<file path="src/rtl/screen_write_arbiter.sv">
// Single write port owner for the 40x30 character screen memory: round-robin between CPU stores and a fill engine.
// Optional build macro FILL_BLANK_ONLY_EN restricts fill writes to blanking intervals (active_video=0).
module screen_write_arbiter #(
  parameter int CELLS = 1200,
  parameter int AW    = 11,
  parameter int DW    = 4
) (
  input  logic          clk,
  input  logic          rst_n,
  input  logic          cpu_req,
  input  logic [AW-1:0] cpu_addr,
  input  logic [DW-1:0] cpu_wdata,
  output logic          cpu_ack,
  input  logic          fill_start,
  input  logic [DW-1:0] fill_code,
  input  logic          active_video,
  output logic          fill_busy,
  output logic          fill_done,
  output logic          scr_we,
  output logic [AW-1:0] scr_addr,
  output logic [DW-1:0] scr_wdata
);

  typedef enum logic [1:0] {IDLE, FILL, DONE} state_t;

  state_t        state_reg;
  logic [AW-1:0] count_reg;
  logic [DW-1:0] code_reg;
  logic          last_cpu_reg;   // 1: CPU won the most recent contended cycle

  logic fill_ok;
  logic cpu_elig;
  logic fill_elig;
  logic grant_cpu;
  logic grant_fill;

`ifdef FILL_BLANK_ONLY_EN
  assign fill_ok = ~active_video;
`else
  logic unused_active_video;
  assign unused_active_video = active_video;
  assign fill_ok = 1'b1;
`endif

  // A request is not re-counted in the cycle its ack is visible, so one request yields one grant.
  always_comb begin
    cpu_elig   = cpu_req & ~cpu_ack;
    fill_elig  = (state_reg == FILL) & fill_ok;
    grant_cpu  = cpu_elig & ~(fill_elig & last_cpu_reg);
    grant_fill = fill_elig & ~(cpu_elig & ~last_cpu_reg);
  end

  always_ff @(posedge clk or negedge rst_n) begin
    if (!rst_n) begin
      state_reg    <= IDLE;
      count_reg    <= '0;
      code_reg     <= '0;
      last_cpu_reg <= 1'b0;
      cpu_ack      <= 1'b0;
      fill_busy    <= 1'b0;
      fill_done    <= 1'b0;
      scr_we       <= 1'b0;
      scr_addr     <= '0;
      scr_wdata    <= '0;
    end else begin
      cpu_ack   <= grant_cpu;
      scr_we    <= 1'b0;
      fill_done <= 1'b0;

      if (cpu_elig && fill_elig)
        last_cpu_reg <= grant_cpu;

      if (grant_fill) begin
        scr_we    <= 1'b1;
        scr_addr  <= count_reg;
        scr_wdata <= code_reg;
        count_reg <= count_reg + 1'b1;
      end else if (grant_cpu) begin
        scr_wdata <= cpu_wdata;
        // Out-of-range stores are acked but dropped so the CPU never hangs.
        if (cpu_addr < AW'(CELLS)) begin
          scr_we   <= 1'b1;
          scr_addr <= cpu_addr;
        end
      end

      case (state_reg)
        IDLE: begin
          if (fill_start) begin
            code_reg  <= fill_code;
            count_reg <= '0;
            fill_busy <= 1'b1;
            state_reg <= FILL;
          end
        end
        FILL: begin
          if (grant_fill && count_reg == AW'(CELLS - 1))
            state_reg <= DONE;
        end
        DONE: begin
          fill_done <= 1'b1;
          fill_busy <= 1'b0;
          state_reg <= IDLE;
        end
        default: state_reg <= IDLE;
      endcase
    end
  end

endmodule

</file>
<file path="config.mk">
export PLATFORM = sky130hd
export DESIGN_NAME = screen_write_arbiter
export DESIGN_NICKNAME = d
export VERILOG_FILES = /design/src/rtl/screen_write_arbiter.sv
export SDC_FILE = /design/constraint.sdc
export NUM_CORES = 1
export LEC_CHECK = 0
export CORE_MARGIN = 10
export CORE_UTILIZATION = 52
export CTS_BUF_LIST = sky130_fd_sc_hd__clkbuf_8 sky130_fd_sc_hd__clkbuf_16
export DETAILED_ROUTE_END_ITERATION = 10
export PLACE_DENSITY = 0.84
export SLEW_MARGIN = 0
export SYNTH_ARGS = -nofsm -noshare
export SYNTH_HDL_FRONTEND = slang
export SYNTH_SLANG_ARGS = --single-unit
</file>
<file path="constraint.sdc">
create_clock -name clk -period 2.5 [get_ports clk]
set_clock_uncertainty 0.15 [all_clocks]
set_input_delay 0.625 -clock clk [delete_from_list [all_inputs] [get_ports clk]]
set_output_delay 0.625 -clock clk [all_outputs]
set_load 0.005 [all_outputs]
</file>
# Word level (Yosys, flattened, before mapping)
# Cells that the tools add are included.
totals:
  register_bits: 37
  wordCells: 53
  input_bits: 24
  out_inout_bits: 19
classes:
  n_mux: 17
  bitwise_logic: 9
  n_addsub: 1
  n_reduce_logical: 10
  order_cmp: 1
  n_eq_ne: 5
ops:
  columns: ["op", "n"]
  rows:
  - ["$mux W11", 6]
  - ["$add A11 B1 Y11 const B", 1]
  - ["$eq A11 B11 Y1 const B", 1]
  - ["$lt A11 B11 Y1 const B", 1]
  - ["$mux W4", 2]
  - ["$reduce_and A2 Y1", 4]
  - ["$reduce_bool A2 Y1", 3]
  - ["$and A1 B1 Y1", 5]
  - ["$mux W1", 5]
  - ["$mux W2", 2]
  - ["$not A1 Y1", 4]
  - ["$pmux W2 S2", 1]
  - ["$eq A2 B1 Y1 const B", 1]
  - ["$eq A2 B2 Y1 const B", 1]
  - ["$logic_and A1 B1 Y1", 2]
  - ["$logic_not A2 Y1", 1]
  - ["$ne A2 B1 Y1 const B", 1]
  - ["$ne A2 B2 Y1 const B", 1]
  - ["$pmux W1 S2", 1]

# Depth between registers and ports, before layout
# Gate-level depths: netlist of run 1.
depth:
  word_depth: 8
  depth_mapped: 5
  depth_no_buf: 5

# Least setup slack after synthesis of run 1
# No wires, ideal clock.
synth_path:
  path_kind: "input to register"
  from: "in cpu_addr[4]"
  to: "reg scr_addr[8]"
  cell_stages: 4
  slack_ns: 0.742
  arrival_time_ns: 1.481
  cell_sequence: "a21oi_1 -> o211ai_2 -> a221oi_1 -> nor2_1"
synth_via:
  elab_chain_cells: 3
synth_rtl:
  columns: ["item", "line", "source"]
  rows:
  - ["start, declared", "11", "input logic [AW-1:0] cpu_addr,"]
  - ["$lt A11 B11 Y1", "81", "if (cpu_addr < AW'(CELLS)) begin"]
  - ["$reduce_bool A2 Y1 (no line)", null, null]
  - ["$reduce_and A2 Y1 (no line)", null, null]
  - ["end signal, assigned", "75", "scr_addr <= count_reg;"]
  - ["end signal, assigned", "83", "scr_addr <= cpu_addr;"]
  - ["end, declared", "20", "output logic [AW-1:0] scr_addr,"]
# No other way between the ends.
# A chain may end at the register's enable or synchronous reset.

# Worst setup path in the final report of run 1
layout_path:
  from: "in cpu_addr[5]"
  to: "reg scr_addr[2]"
# The elaborated chain is that of the path after synthesis.

==> results_dict.tcl, run 1 <==
set metrics [dict create \
    synth-simple-area-share_pct 24.49 \
    cp-end-kind "register" \
    grtUsageTotal_pct 15.13 \
    wirelength_um 4321 \
    power_density_nw_per_um2 954.0 \
    ir_drop_v 0.0005622 \
    cts_buffers 5 \
    worstSetupStartpointType "input port" \
    synthXorXnorAreaFrac_pct 4.578 \
    worstMarginPinSlew_ns 0.6141 \
    cts.sinks 37 \
    place.gp.congestion 0.8465 \
    cts_hold_buffers 0 \
    path_max_fanout 10 \
    regArea_um2 925.9 \
    ys_types 41 \
    maxSlewHeadroom_pct 58.94 \
    dr.pass1.iters 4 \
    syn_avg_cell_area_um2 9.952 \
    area_growth_pct 34.16 \
    synth-compound-area-share_pct 11.26 \
    cts_max_level 2 \
    hold_path.class "reg2reg" \
    grt_max_degree 38 \
    synth_top_area_cell "dfrtp_1" \
    synth_top_family_by_area "simple AND/OR/NAND/NOR gates" \
    synth-seq-cells 37 \
    hold_violations 0 \
    start_util_pct 55.48 \
    cts-resized-gates 0 \
    syn_area_um2 1722 \
    setup_viol 0 \
    pwr-share-clk_pct 18.6 \
    io_buffers 41 \
    tns_ns 0 \
    synthArstFlopShare_pct 100.0 \
    drtAntennaViolNets 0 \
    post-synth-top-count-cell "dfrtp_1" \
    yosys.area_share.adder_pct 0.7267 \
    synth_mux_area_share_pct 3.488 \
    rsz0062_at_grt "false" \
    drc_errors 0 \
    die_h_um 77.54 \
    slew_violations 0 \
    drt-vias-per-instance 5.539 \
    cts_root_buf "clkbuf_8" \
    worst_slack_ns 0.2743 \
    fmax_mhz 449.3 \
    synth_edf_count 0 \
    outcome "finished clean" \
    die-width_um 77.54 \
    postLayoutCoreUtil_pct 74.44 \
    seq_power_share_pct 43.5 \
    grt_antenna_before_repair 0 \
    leakagePower_nw 1.028 \
    rows 20 \
    synth_seq_area_share_pct 53.78 \
    clkLatencyLatePin_ns 0.29 \
    ys.flop_type "dfrtp_1" \
    vias 1479 \
    dp_hpwl_um 3356 \
    switching_share_pct 33.87 \
    post_drt_wl_per_cell_um 16.18 \
    coreArea_um2 3103 \
    synth_top_area_share_pct 53.78 \
    grt-ovfl-total 0 \
    maxCapViolations 0 \
    clk_pin_slew_ns 0.07 \
    cts_buffer_depth 2 \
    fin_crit_sh_pct 89.03 \
    p_int_w 0.001457 \
    drive_gt1_share_pct 7.623 \
    antenna_cells 0 \
    crit_required_ns 2.52 \
    nFillCells 242 \
    fin_nets 248 \
    tritoncts "built" \
    syn_nets 198 \
    cp.arrival_ns 2.24 \
    ios 43 \
    die_area_um2 6012 \
    synth_commonest_cells "dfrtp_1 (37), nor2_1 (29), nand2_1 (23)" \
    synth_area_leaders "dfrtp_1 (54%), nor2_1 (6.3%), nand2_1 (5.0%)" \
    worstSetupPathType "in2reg" \
    dp_worst_setup_slack_ns 0.03269 \
    syn_inst 173 \
    fin_crit_ns 2.226 \
    grt_pass1_vias 1497 \
    power_switching_w 0.0007462 \
    yosys_warnings 0 \
    drtIter0Drc 107 \
    multi_input_comb_area_um2 767.0 \
    grt_pass1_wl_um 7424 \
    comb_power_share_pct 37.9 \
    post_cts_buffers 0 \
]
[through the flow]
step | power (W) | hold WS [ns] | std cells | area [um2]
2_1_floorplan | 0.001372 | 0.1794 | 173 | 1722
3_3_place_gp | 0.001758 | 0.3160 | 260 | 2223
3_5_place_dp | 0.001807 | 0.3191 | 260 | 2223
4_1_cts | 0.002220 | 0.3386 | 267 | 2310
5_1_grt | 0.002358 | 0.3654 | 267 | 2310
6_report | 0.002203 | 0.3402 | 267 | 2310
[final timing paths]
kind / start / endpoint / slack, ns / depth (start not counted)
max: cpu_addr[5] / scr_addr[2] / 0.27 / 5
min: code_reg[2] / code_reg[2] / 0.34 / 2
max reg2reg: cpu_ack / scr_addr[8] / 0.74 / 4
min reg2reg: code_reg[2] / code_reg[2] / 0.34 / 2
max in group asynchronous: rst_n / scr_addr[2] / 1.27 / 2
min in group asynchronous: rst_n / fill_busy / 0.60 / 2
[metal layers]
metal  track usage (%)  part of all wire, %
met2             26.00                   52
met1             17.36                   41
met5                 0                    0
met4             6.752                  2.2
met3             3.802                  5.3
[placed cells by master (no fill, tap or decap), types with 2 or more instances in the layout]
master	netlist	final
clkdlybuf4s50_1	0	41
dfrtp_1	37	37
nor2_1	29	29
nand2_1	23	23
a21oi_1	12	12
xnor2_1	7	7
mux2i_1	6	6
clkbuf_8	0	6
inv_1	4	5
nand3_1	4	4
nand2b_1	4	4
o22ai_1	4	4
buf_4	0	4
nand4_1	3	3
o31ai_1	3	3
nor2b_1	2	2
nor3b_2	2	2
nor3_1	2	2
xor2_1	2	2
nor4_1	2	2
o21ai_1	2	2
a221oi_1	2	2
[worst max-delay path: stages]
cell and delay [ns]:
clkdlybuf4s50_1 0.48, a21oi_1 0.12, o211ai_2 0.55, mux2i_1 0.36, a21oi_1 0.10
[cell families after synthesis]
group,count (synthesis)
simple gates,83
buf+inv,7
fa+ha+maj,1
xor+xnor,9
mux,6
compound gates,30
flops,37
[cell type report]
| cell class | instances | area share, % |
|---|---|---|
| flip-flops and latches | 37 | 40.09 |
| multi-input cells | 129 | 33.21 |
| repair buffers | 46 | 19.93 |
| clock buffers | 6 | 3.575 |
| well taps | 44 | 2.384 |
| inverters | 4 | 0.6501 |
| clock inverters | 1 | 0.1625 |
[power by group through the flow]
stage               clock network, W  registers, W  logic (W)
finish                      0.000409      0.000959   0.000836
CTS                         0.000417      0.000957   0.000847
global route                0.000448      0.000988   0.000922
detailed placement                 0      0.000967   0.000840
floorplan                          0      0.000942   0.000430
global placement                   0      0.000949   0.000810
(Power assumes the default switching activity.)
==> run 2: changes to the inputs <==
Settings changed: CAP_MARGIN from default to 40.
==> results of run 2 <==
Final layout, timing and power as in run 1 (identical DEF).
==> run 3: changes to the inputs <==
Settings changed: CTS_CLUSTER_SIZE from default to 14.
==> results of run 3 <==
Final layout, timing and power as in run 1 (identical DEF).
